$ cat src/rtl/mem_access_pkg.sv
// Shared encodings for the memory-stage access unit: access sizes, FSM states
// and the request legality check used at accept time.
package mem_access_pkg;

  localparam int WORD_BYTES = 4;

  localparam logic [1:0] SIZE_BYTE = 2'b00;
  localparam logic [1:0] SIZE_HALF = 2'b01;
  localparam logic [1:0] SIZE_WORD = 2'b10;

  typedef enum logic [1:0] {S_IDLE, S_RD, S_WR, S_DONE} state_e;

  // Misaligned halves/words and the reserved size never touch memory.
  function automatic logic req_is_err(input logic [1:0] size, input logic [1:0] lane);
    case (size)
      SIZE_BYTE: return 1'b0;
      SIZE_HALF: return lane[0];
      SIZE_WORD: return lane != 2'b00;
      default:   return 1'b1;
    endcase
  endfunction

endpackage

$ cat src/rtl/mem_access_unit_if.sv
// Pipeline-facing request/response bundle of the memory access unit.
// The pipeline MEM stage is the master; the access unit is the slave.
interface mem_access_unit_if #(
  parameter int ADDR_W = 32,
  parameter int DATA_W = 32
);
  logic              req_valid;
  logic              req_ready;
  logic              req_write;
  logic [1:0]        req_size;
  logic              req_signed;
  logic [ADDR_W-1:0] req_addr;
  logic [DATA_W-1:0] req_wdata;
  logic              resp_valid;
  logic [DATA_W-1:0] resp_rdata;
  logic              resp_err;

  modport master (
    output req_valid, req_write, req_size, req_signed, req_addr, req_wdata,
    input  req_ready, resp_valid, resp_rdata, resp_err
  );

  modport slave (
    input  req_valid, req_write, req_size, req_signed, req_addr, req_wdata,
    output req_ready, resp_valid, resp_rdata, resp_err
  );
endinterface

$ cat src/rtl/mem_lane_align.sv
// Little-endian lane steering: extracts/extends load data from a memory word and
// merges sub-word store data into the word read back for read-modify-write.
module mem_lane_align
  import mem_access_pkg::*;
(
  input  logic [31:0] word,
  input  logic [1:0]  lane,
  input  logic [1:0]  size,
  input  logic        sign_ext,
  input  logic [31:0] wdata,
  output logic [31:0] load_ext,
  output logic [31:0] store_merged
);

  logic [7:0]  byte_sel;
  logic [15:0] half_sel;

  // Halves are only ever aligned here, so lane[1] alone picks the half.
  assign byte_sel = word[{lane, 3'b000} +: 8];
  assign half_sel = word[{lane[1], 4'b0000} +: 16];

  always_comb begin
    load_ext = word;
    case (size)
      SIZE_BYTE: load_ext = {{24{sign_ext & byte_sel[7]}}, byte_sel};
      SIZE_HALF: load_ext = {{16{sign_ext & half_sel[15]}}, half_sel};
      default:   load_ext = word;
    endcase
  end

  genvar gi;
  generate
    for (gi = 0; gi < WORD_BYTES; gi++) begin : g_lane
      logic       hit;
      logic [7:0] src;

      always_comb begin
        hit = 1'b0;
        src = wdata[7:0];
        case (size)
          SIZE_BYTE: begin
            hit = (lane == 2'(gi));
            src = wdata[7:0];
          end
          SIZE_HALF: begin
            hit = (lane[1] == 1'(gi / 2));
            src = wdata[(gi % 2) * 8 +: 8];
          end
          default: begin
            hit = 1'b1;
            src = wdata[gi * 8 +: 8];
          end
        endcase
      end

      assign store_merged[gi * 8 +: 8] = hit ? src : word[gi * 8 +: 8];
    end
  endgenerate

endmodule

$ cat src/rtl/mem_access_unit.sv
// Memory-stage initiator: one load/store at a time, read-modify-write for sub-word
// stores, extended load data returned with a one-cycle response pulse.
module mem_access_unit
  import mem_access_pkg::*;
#(
  parameter int ADDR_W = 32,
  parameter int DATA_W = 32
) (
  input  logic              clk,
  input  logic              rst,
  mem_access_unit_if.slave  bus,
  output logic              sig_mem_write,
  output logic [ADDR_W-1:0] mem_addr,
  output logic [DATA_W-1:0] mem_wdata,
  input  logic [DATA_W-1:0] mem_rdata
);

  state_e            state_reg, state_next;
  logic [1:0]        lane_reg;
  logic [1:0]        size_reg;
  logic              sign_reg;
  logic              write_reg;
  logic              err_reg;
  logic [DATA_W-1:0] wdata_reg;
  logic [DATA_W-1:0] word_q;
  logic [ADDR_W-1:0] mem_addr_reg;
  logic [DATA_W-1:0] mem_wdata_reg;

  logic              accept;
  logic              accept_err;
  logic [DATA_W-1:0] align_word;
  logic [DATA_W-1:0] load_ext;
  logic [DATA_W-1:0] store_merged;

  assign bus.req_ready = (state_reg == S_IDLE);
  assign accept        = bus.req_valid && bus.req_ready;
  assign accept_err    = req_is_err(bus.req_size, bus.req_addr[1:0]);

  // RD merges against the live memory word; DONE extracts from the captured copy.
  assign align_word = (state_reg == S_RD) ? mem_rdata : word_q;

  mem_lane_align u_align (
    .word         (align_word),
    .lane         (lane_reg),
    .size         (size_reg),
    .sign_ext     (sign_reg),
    .wdata        (wdata_reg),
    .load_ext     (load_ext),
    .store_merged (store_merged)
  );

  always_comb begin
    state_next = state_reg;
    case (state_reg)
      S_IDLE: begin
        if (accept) begin
          if (accept_err)
            state_next = S_DONE;
          else if (bus.req_write && bus.req_size == SIZE_WORD)
            state_next = S_WR;
          else
            state_next = S_RD;
        end
      end
      S_RD:    state_next = write_reg ? S_WR : S_DONE;
      S_WR:    state_next = S_DONE;
      S_DONE:  state_next = S_IDLE;
      default: state_next = S_IDLE;
    endcase
  end

  always_ff @(posedge clk) begin
    if (rst) begin
      state_reg     <= S_IDLE;
      lane_reg      <= '0;
      size_reg      <= '0;
      sign_reg      <= 1'b0;
      write_reg     <= 1'b0;
      err_reg       <= 1'b0;
      wdata_reg     <= '0;
      word_q        <= '0;
      mem_addr_reg  <= '0;
      mem_wdata_reg <= '0;
    end else begin
      state_reg <= state_next;
      if (accept) begin
        lane_reg     <= bus.req_addr[1:0];
        size_reg     <= bus.req_size;
        sign_reg     <= bus.req_signed;
        write_reg    <= bus.req_write;
        err_reg      <= accept_err;
        wdata_reg    <= bus.req_wdata;
        mem_addr_reg <= {2'b00, bus.req_addr[ADDR_W-1:2]};
        if (bus.req_write && bus.req_size == SIZE_WORD && !accept_err)
          mem_wdata_reg <= bus.req_wdata;
      end
      if (state_reg == S_RD) begin
        word_q <= mem_rdata;
        if (write_reg)
          mem_wdata_reg <= store_merged;
      end
    end
  end

  assign sig_mem_write  = (state_reg == S_WR);
  assign mem_addr       = mem_addr_reg;
  assign mem_wdata      = mem_wdata_reg;
  assign bus.resp_valid = (state_reg == S_DONE);
  assign bus.resp_err   = (state_reg == S_DONE) && err_reg;
  assign bus.resp_rdata = (state_reg == S_DONE && !write_reg && !err_reg) ? load_ext : '0;

endmodule

$ cat src/flat_wrapper.sv
// flat-port wrapper written by rule: the top's interface ports become plain ports
module mem_access_unit_flat import mem_access_pkg::*;
#(
  parameter int ADDR_W = 32,
  parameter int DATA_W = 32
)
  (clk, rst, sig_mem_write, mem_addr, mem_wdata, mem_rdata, bus_req_valid, bus_req_write, bus_req_size, bus_req_signed, bus_req_addr, bus_req_wdata, bus_req_ready, bus_resp_valid, bus_resp_rdata, bus_resp_err);
  mem_access_unit_if #(.ADDR_W(ADDR_W), .DATA_W(DATA_W)) bus_i ();
  input  logic clk;
  input  logic rst;
  output logic sig_mem_write;
  output logic [ADDR_W-1:0] mem_addr;
  output logic [DATA_W-1:0] mem_wdata;
  input  logic [DATA_W-1:0] mem_rdata;
  input wire logic [$bits(bus_i.req_valid)-1:0] bus_req_valid;
  input wire logic [$bits(bus_i.req_write)-1:0] bus_req_write;
  input wire logic [$bits(bus_i.req_size)-1:0] bus_req_size;
  input wire logic [$bits(bus_i.req_signed)-1:0] bus_req_signed;
  input wire logic [$bits(bus_i.req_addr)-1:0] bus_req_addr;
  input wire logic [$bits(bus_i.req_wdata)-1:0] bus_req_wdata;
  output wire logic [$bits(bus_i.req_ready)-1:0] bus_req_ready;
  output wire logic [$bits(bus_i.resp_valid)-1:0] bus_resp_valid;
  output wire logic [$bits(bus_i.resp_rdata)-1:0] bus_resp_rdata;
  output wire logic [$bits(bus_i.resp_err)-1:0] bus_resp_err;
  assign bus_i.req_valid = bus_req_valid;
  assign bus_i.req_write = bus_req_write;
  assign bus_i.req_size = bus_req_size;
  assign bus_i.req_signed = bus_req_signed;
  assign bus_i.req_addr = bus_req_addr;
  assign bus_i.req_wdata = bus_req_wdata;
  assign bus_req_ready = bus_i.req_ready;
  assign bus_resp_valid = bus_i.resp_valid;
  assign bus_resp_rdata = bus_i.resp_rdata;
  assign bus_resp_err = bus_i.resp_err;
  mem_access_unit #(.ADDR_W(ADDR_W), .DATA_W(DATA_W)) u_core (.clk(clk), .rst(rst), .bus(bus_i), .sig_mem_write(sig_mem_write), .mem_addr(mem_addr), .mem_wdata(mem_wdata), .mem_rdata(mem_rdata));
endmodule
$ cat config.mk
export PLATFORM = sky130hd
export DESIGN_NAME = mem_access_unit_flat
export DESIGN_NICKNAME = d
export VERILOG_FILES = /design/src/rtl/mem_access_pkg.sv /design/src/rtl/mem_access_unit_if.sv /design/src/rtl/mem_lane_align.sv /design/src/rtl/mem_access_unit.sv /design/src/flat_wrapper.sv
export SDC_FILE = /design/constraint.sdc
export NUM_CORES = 1
export LEC_CHECK = 0
export CAP_MARGIN = 10
export CORE_UTILIZATION = 48
export CTS_BUF_LIST = sky130_fd_sc_hd__clkbuf_4
export CTS_CLUSTER_SIZE = 28
export DETAILED_ROUTE_END_ITERATION = 16
export PLACE_DENSITY = 0.89
export SLEW_MARGIN = 20
export SYNTH_ARGS = -nofsm -noshare
export SYNTH_HDL_FRONTEND = slang
export SYNTH_SLANG_ARGS = --single-unit
$ cat constraint.sdc
create_clock -name clk -period 2.7 [get_ports clk]
set_clock_uncertainty 0.15 [all_clocks]
set_input_delay 0.54 -clock clk [delete_from_list [all_inputs] [get_ports clk]]
set_output_delay 0.54 -clock clk [all_outputs]
set_load 0.02 [all_outputs]
# [Word level (Yosys, flattened, before mapping)]
# Cells that the tools add are included.
[word_totals] regBits=135 inputBits=103 output_inout_bits=100 word_cells=64
[op_classes] n_eq_ne=10 shift=2 muxes=24 n_bitwise=3 reduce_logical=15
[op_table] operator="$mux W32" count=6
[op_table] operator="$pmux W32 S2" count=1
[op_table] operator="$mux W8" count=6
[op_table] operator="$shiftx A32 B6 Y16" count=1
[op_table] operator="$shiftx A32 B6 Y8" count=1
[op_table] operator="$pmux W8 S2" count=1
[op_table] operator="$eq A2 B2 Y1 const B" count=5
[op_table] operator="$eq A2 B1 Y1 const B" count=4
[op_table] operator="$logic_not A2 Y1" count=4
[op_table] operator="$pmux W1 S2" count=4
[op_table] operator="$pmux W2 S4" count=1
[op_table] operator="$logic_and A1 B1 Y1" count=6
[op_table] operator="$mux W2" count=3
[op_table] operator="$logic_not A1 Y1" count=3
[op_table] operator="$pmux W1 S3" count=1
[op_table] operator="$and A1 B1 Y1" count=2
[op_table] operator="$ne A2 B2 Y1 const B" count=1
[op_table] operator="$reduce_bool A2 Y1" count=1
[op_table] operator="$reduce_or A2 Y1" count=1
[op_table] operator="$mux W1" count=1
[op_table] operator="$not A1 Y1" count=1

# [Depth between registers and ports, before layout]
[depth] depth_word=8 depth_mapped=9

# [Cells and area by module]
# A second synthesis with hierarchy kept.
[unflattened] cells_unflattened=850 area_unflattened_um2=7140.6
[by_module_without_submodules] module="mem_access_unit" n_inst=1 cells_per_inst=653 area_per_inst_um2=5576.6 seq_area_each_um2=2702.6
[by_module_without_submodules] module="mem_lane_align" n_inst=1 cells_per_inst=197 area_per_inst_um2=1564.0 seq_area_each_um2=0.0

# [Least setup slack after synthesis]
# OpenSTA, ideal clock, no wires.
[synth_path] path_kind="reg-to-output" start="register u_core.state_reg[1]" end="output bus_resp_rdata[1]" arrival_ns=1.974 required_time_ns=2.010 setup_slack_ns=0.036 stages_incl_launch_ff=9 n_path_buf=3 path_cell_list="dfxtp_1 inv_1 ha_1 buf_6 buf_6 buf_6 mux2i_1 mux4_2 o2bb2ai_1"
[synth_via] elab_chain_cells=5 elab_cells_between_ends=9
[synth_rtl] item="start: declaration" line_no="mem_access_unit.sv:18" rtl="state_e state_reg, state_next;"
[synth_rtl] item="start signal: assignment" line_no="mem_access_unit.sv:85" rtl="state_reg <= state_next;"
[synth_rtl] item="$eq A2 B1 Y1" line_no="mem_access_unit.sv:40" rtl="assign align_word = (state_reg == S_RD) ? mem_rdata : word_q;"
[synth_rtl] item="$mux W32"
[synth_rtl] item="$shiftx A32 B6 Y16 / $shiftx A32 B6 Y8 (equally long branches)" line_no="mem_lane_align.sv:20, mem_lane_align.sv:19"
[synth_rtl] item="$pmux W32 S2" line_no="mem_lane_align.sv:24" rtl="case (size)"
[synth_rtl] item="$mux W32 (*)" line_no="mem_access_unit.sv:110" rtl="assign bus.resp_rdata = (state_reg == S_DONE && !write_reg && !err_reg) ? load_ext : '0;"
[synth_rtl] item="end: declaration" line_no="flat_wrapper.sv:23" rtl="output wire logic [$bits(bus_i.resp_rdata)-1:0] bus_resp_rdata;"
# Mark *: on every way between the ends. The rest lies on a longest branch, timed or not.

# [Worst setup path after layout]
[layout_path] start="register u_core.state_reg[1]" end="output bus_resp_rdata[21]"
[layout_via] elab_chain_cells=6 elab_cells_between_ends=11
[layout_rtl] item="$eq A2 B1 Y1" line_no="mem_access_unit.sv:40"
[layout_rtl] item="$mux W32"
[layout_rtl] item="$shiftx A32 B6 Y16 / $shiftx A32 B6 Y8 (equally long branches)" line_no="mem_lane_align.sv:20, mem_lane_align.sv:19"
[layout_rtl] item="$and A1 B1 Y1, on equally long branches" line_no="mem_lane_align.sv:26, mem_lane_align.sv:25"
[layout_rtl] item="$pmux W32 S2" line_no="mem_lane_align.sv:24"
[layout_rtl] item="$mux W32 (*)" line_no="mem_access_unit.sv:110"
# Marks and branches as above.

==> results.md <==
* Status: finished with violations
* Clock-pin slew on the worst setup and hold paths at 110 ps
* Initial antenna violation count at 1
* Fmax at 0.315 GHz
* Die X at 118 microns
* Pre-CTS setup slack at -667 ps
* Critical Path Slowest Stage Cell: mux4_2
* Slowest stage delay, CP at 500 ps
* Design Area, Final at 9750 sq um
* Input/output buffers at 200
* Global Route Usage Sum at 30.4%
* R2R Path Start: u_core.state_reg[1]$_SDFFE_PP0P_
* Remaining DRCs at 0
* Seq/Total Area, Yosys at 41.6%
* TritonCTS Buffers at 17
* Setup violators final at 32
* H-tree Lvls at 4
* Root cell of the clock tree: clkbuf_4
* Hold buffers post-CTS at 0
* RSZ-0062 raised after global routing: yes
* Num rows at 42
* CORE AREA at 13,200 sq um
* Critical Path RT at 2010 ps
* Synth cell count leaders: nand2_1 (160), dfxtp_1 (135), mux2i_1 (96)
* DP Area at 9190 sq um
* Wire per inst at 18.4 microns
* Initial Util at 49.1%
* Largest cells by area after synthesis: dfxtp_1 (42%), mux2i_1 (15%), nand2_1 (9.2%)
* Failing checks: setup timing
* Count of cell types in the netlist at 48
* Worst Setup SP: u_core.state_reg[1]$_SDFFE_PP0P_
* DRT Wirelength at 21,400 microns
* CP Launch Type: register
* Flop pwr share at 33.4%
* CP Max Fanout at 8
* Min Tclk post-route at 3170 ps
* Sw Share at 38.8%
* Layout cell share with drive strength beyond 1 at 23.4%
* TritonCTS clock tree: built
* FF-to-FF setup slack at 370 ps
* Die area at 14,000 sq um
* Syn-to-layout area delta at 50.1%
* Hold/Removal Path Class: in2reg
* Chip Height at 118 microns
* Largest net degree at the start of global routing at 96
* FF+latch count, synth at 135
* Nets at 1,086
* I/O pin cnt at 203
* Clock network power share at 16.6%
* First-pass GRT wire length at 33,100 microns
* EDFF count, synth at 0
* Fill count at 959
* Post-synth ARST share at 0%
* CTS max path bufs at 2
* Layout Utilization at 73.6%
* CTS Sinks at 135
* Final worst path period share at 118%
* DR iter-0 viols at 628
* HP Start: rst
* Max-slew violation count at 0
* CP Capture Type: output pin
* Post-Synthesis Cells at 728
* Top-count cell post-synth: nand2_1
* Yosys top cell by area: dfxtp_1
* Combinational fraction of design power at 50.0%
* Grt ovf at 0
* Int Power at 4.66 mW
* Cell area after synthesis at 6500 sq um
* Pre-Repair DR Iteration Count at 6
* Vias in the first global route at 6,296
* Clk_lat worst skew at 550 ps
* Vias per Instance at 5.66
* Final Power at 7.62 mW
* Critical path class: reg2out
* Worst vdd ir at 0.356 mV
* Worst-Margin Slew at 763 ps
* Vias at 6,604
* Data arrival, critical path at 2480 ps
* Relative slew slack at 49.1%
* Top-area cell type share of the netlist area at 41.6%
* Fin. Hold Viols at 0
* Lkg Pwr at 3.64 nW
* NetSw at 2.96 mW
* Main synth FF type: dfxtp_1
* Cell Pwr Density at 781 nW/um^2
* ANT nets after route at 0
* Post-route worst setup slack at -475 ps
* GPL Wtd Cong at 0.881
* Syn. warnings at 0
* Worst path cell trace: inv_2 > ha_4 > mux4_2 > and4_4 > a31oi_4 > buf_12 > buf_6 > o21ai_4 > buf_6
* Detailed Place HPWL at 14,700 microns
* Max-cap violations at 0
* Mapped Avg Cell Area at 8.92 sq um
* Crit path top cell by count: buf_6
[worst paths after layout]
path	to	cells after the start
max	bus_resp_rdata[21]	9
min	u_core.word_q[17]$_SDFF_PP0_	2
max reg2reg	u_core.err_reg$_SDFFE_PP0N_	10
min reg2reg	u_core.mem_addr[27]$_SDFFE_PP0N_	2
[worst max-delay path: cells and delay by family, from the launching register on]
family                   cells  cell delay [ps]
AND/OR/NAND/NOR              1              210
multiplexers                 1              500
flip-flops                   1              340
buffers and inverters        4              470
AO/OA/AOI/OAI                2              270
adder cells (fa/ha/maj)      1              160
[cell type report]
| cell class | instances | area [sq um] | area share [%] |
|---|---|---|---|
| clock buffers | 19 | 143 | 1.46 |
| well taps | 176 | 220 | 2.26 |
| clock inverters | 12 | 111 | 1.14 |
| flip-flops and latches | 135 | 2710 | 27.8 |
| repair buffers | 290 | 2820 | 29.0 |
| multi-input cells | 528 | 3720 | 38.2 |
| diodes | 1 | 2.50 | 0.0257 |
| inverters | 6 | 22.5 | 0.231 |
[cell families after synthesis]
family | synth area share (%)
adder cells (fa/ha/maj) | 0.963
buffers and inverters | 4.93
flip-flops | 41.6
AND/OR/NAND/NOR | 14.1
AO/OA/AOI/OAI | 18.4
multiplexers | 20.0
other | 0.0577
[layer usage]
metal	global-route usage (%)	up-vias	share of wire, %
li1	-	3068	-
met1	38.4	3129	41
met2	48.8	351	47
met3	6.95	56	8.4
met4	14.8	0	3.5
met5	0	-	0
[per-stage QoR]
step	TNS [ps]	instances	hold WS, ps
after floorplan	0	729	282
after global placement	-16190	1131	289
after detailed placement	-17030	1131	297
after CTS	-14950	1165	155
after global routing	-16030	1167	167
final	-12760	1167	191
[cells in the final DEF (no fill, tap or decap), types with 3 or more instances in the layout]
cell             count
mux2i_1             85
o21ba_2              6
nor2b_1              4
mux2i_2              7
nor3_1               3
o22ai_1             39
mux2i_4              4
mux4_2               7
a21oi_1             77
clkinv_2             4
nor2_1              36
buf_2                3
clkdlybuf4s50_1    165
clkinv_1             4
o2bb2ai_4            5
dfxtp_1            132
a21o_1              10
mux2_2              14
o21ai_2             11
ha_1                 4
o21ai_0             10
nand2b_1             3
buf_6               29
buf_4               81
nand2_1            159
dfxtp_2              3
inv_1                4
a221oi_2             6
buf_12               9
clkbuf_4            19
[power groups by stage]
stage	sequential (mW)	clock [mW]	combinational (mW)
global placement	2.54	0	3.43
global route	2.58	1.37	4.04
floorplan	2.64	0	1.86
CTS	2.53	1.28	3.64
detailed placement	2.56	0	3.48
finish	2.55	1.26	3.81
[what timing repair did]
item,4_1_cts,5_1_grt
pin swaps,3,3
endpoints found under the setup margin,34,32
buffers inserted,2,2
gates cloned,1,0
resized for setup,196,44
No activity file was read; power rests on OpenSTA's default activity.
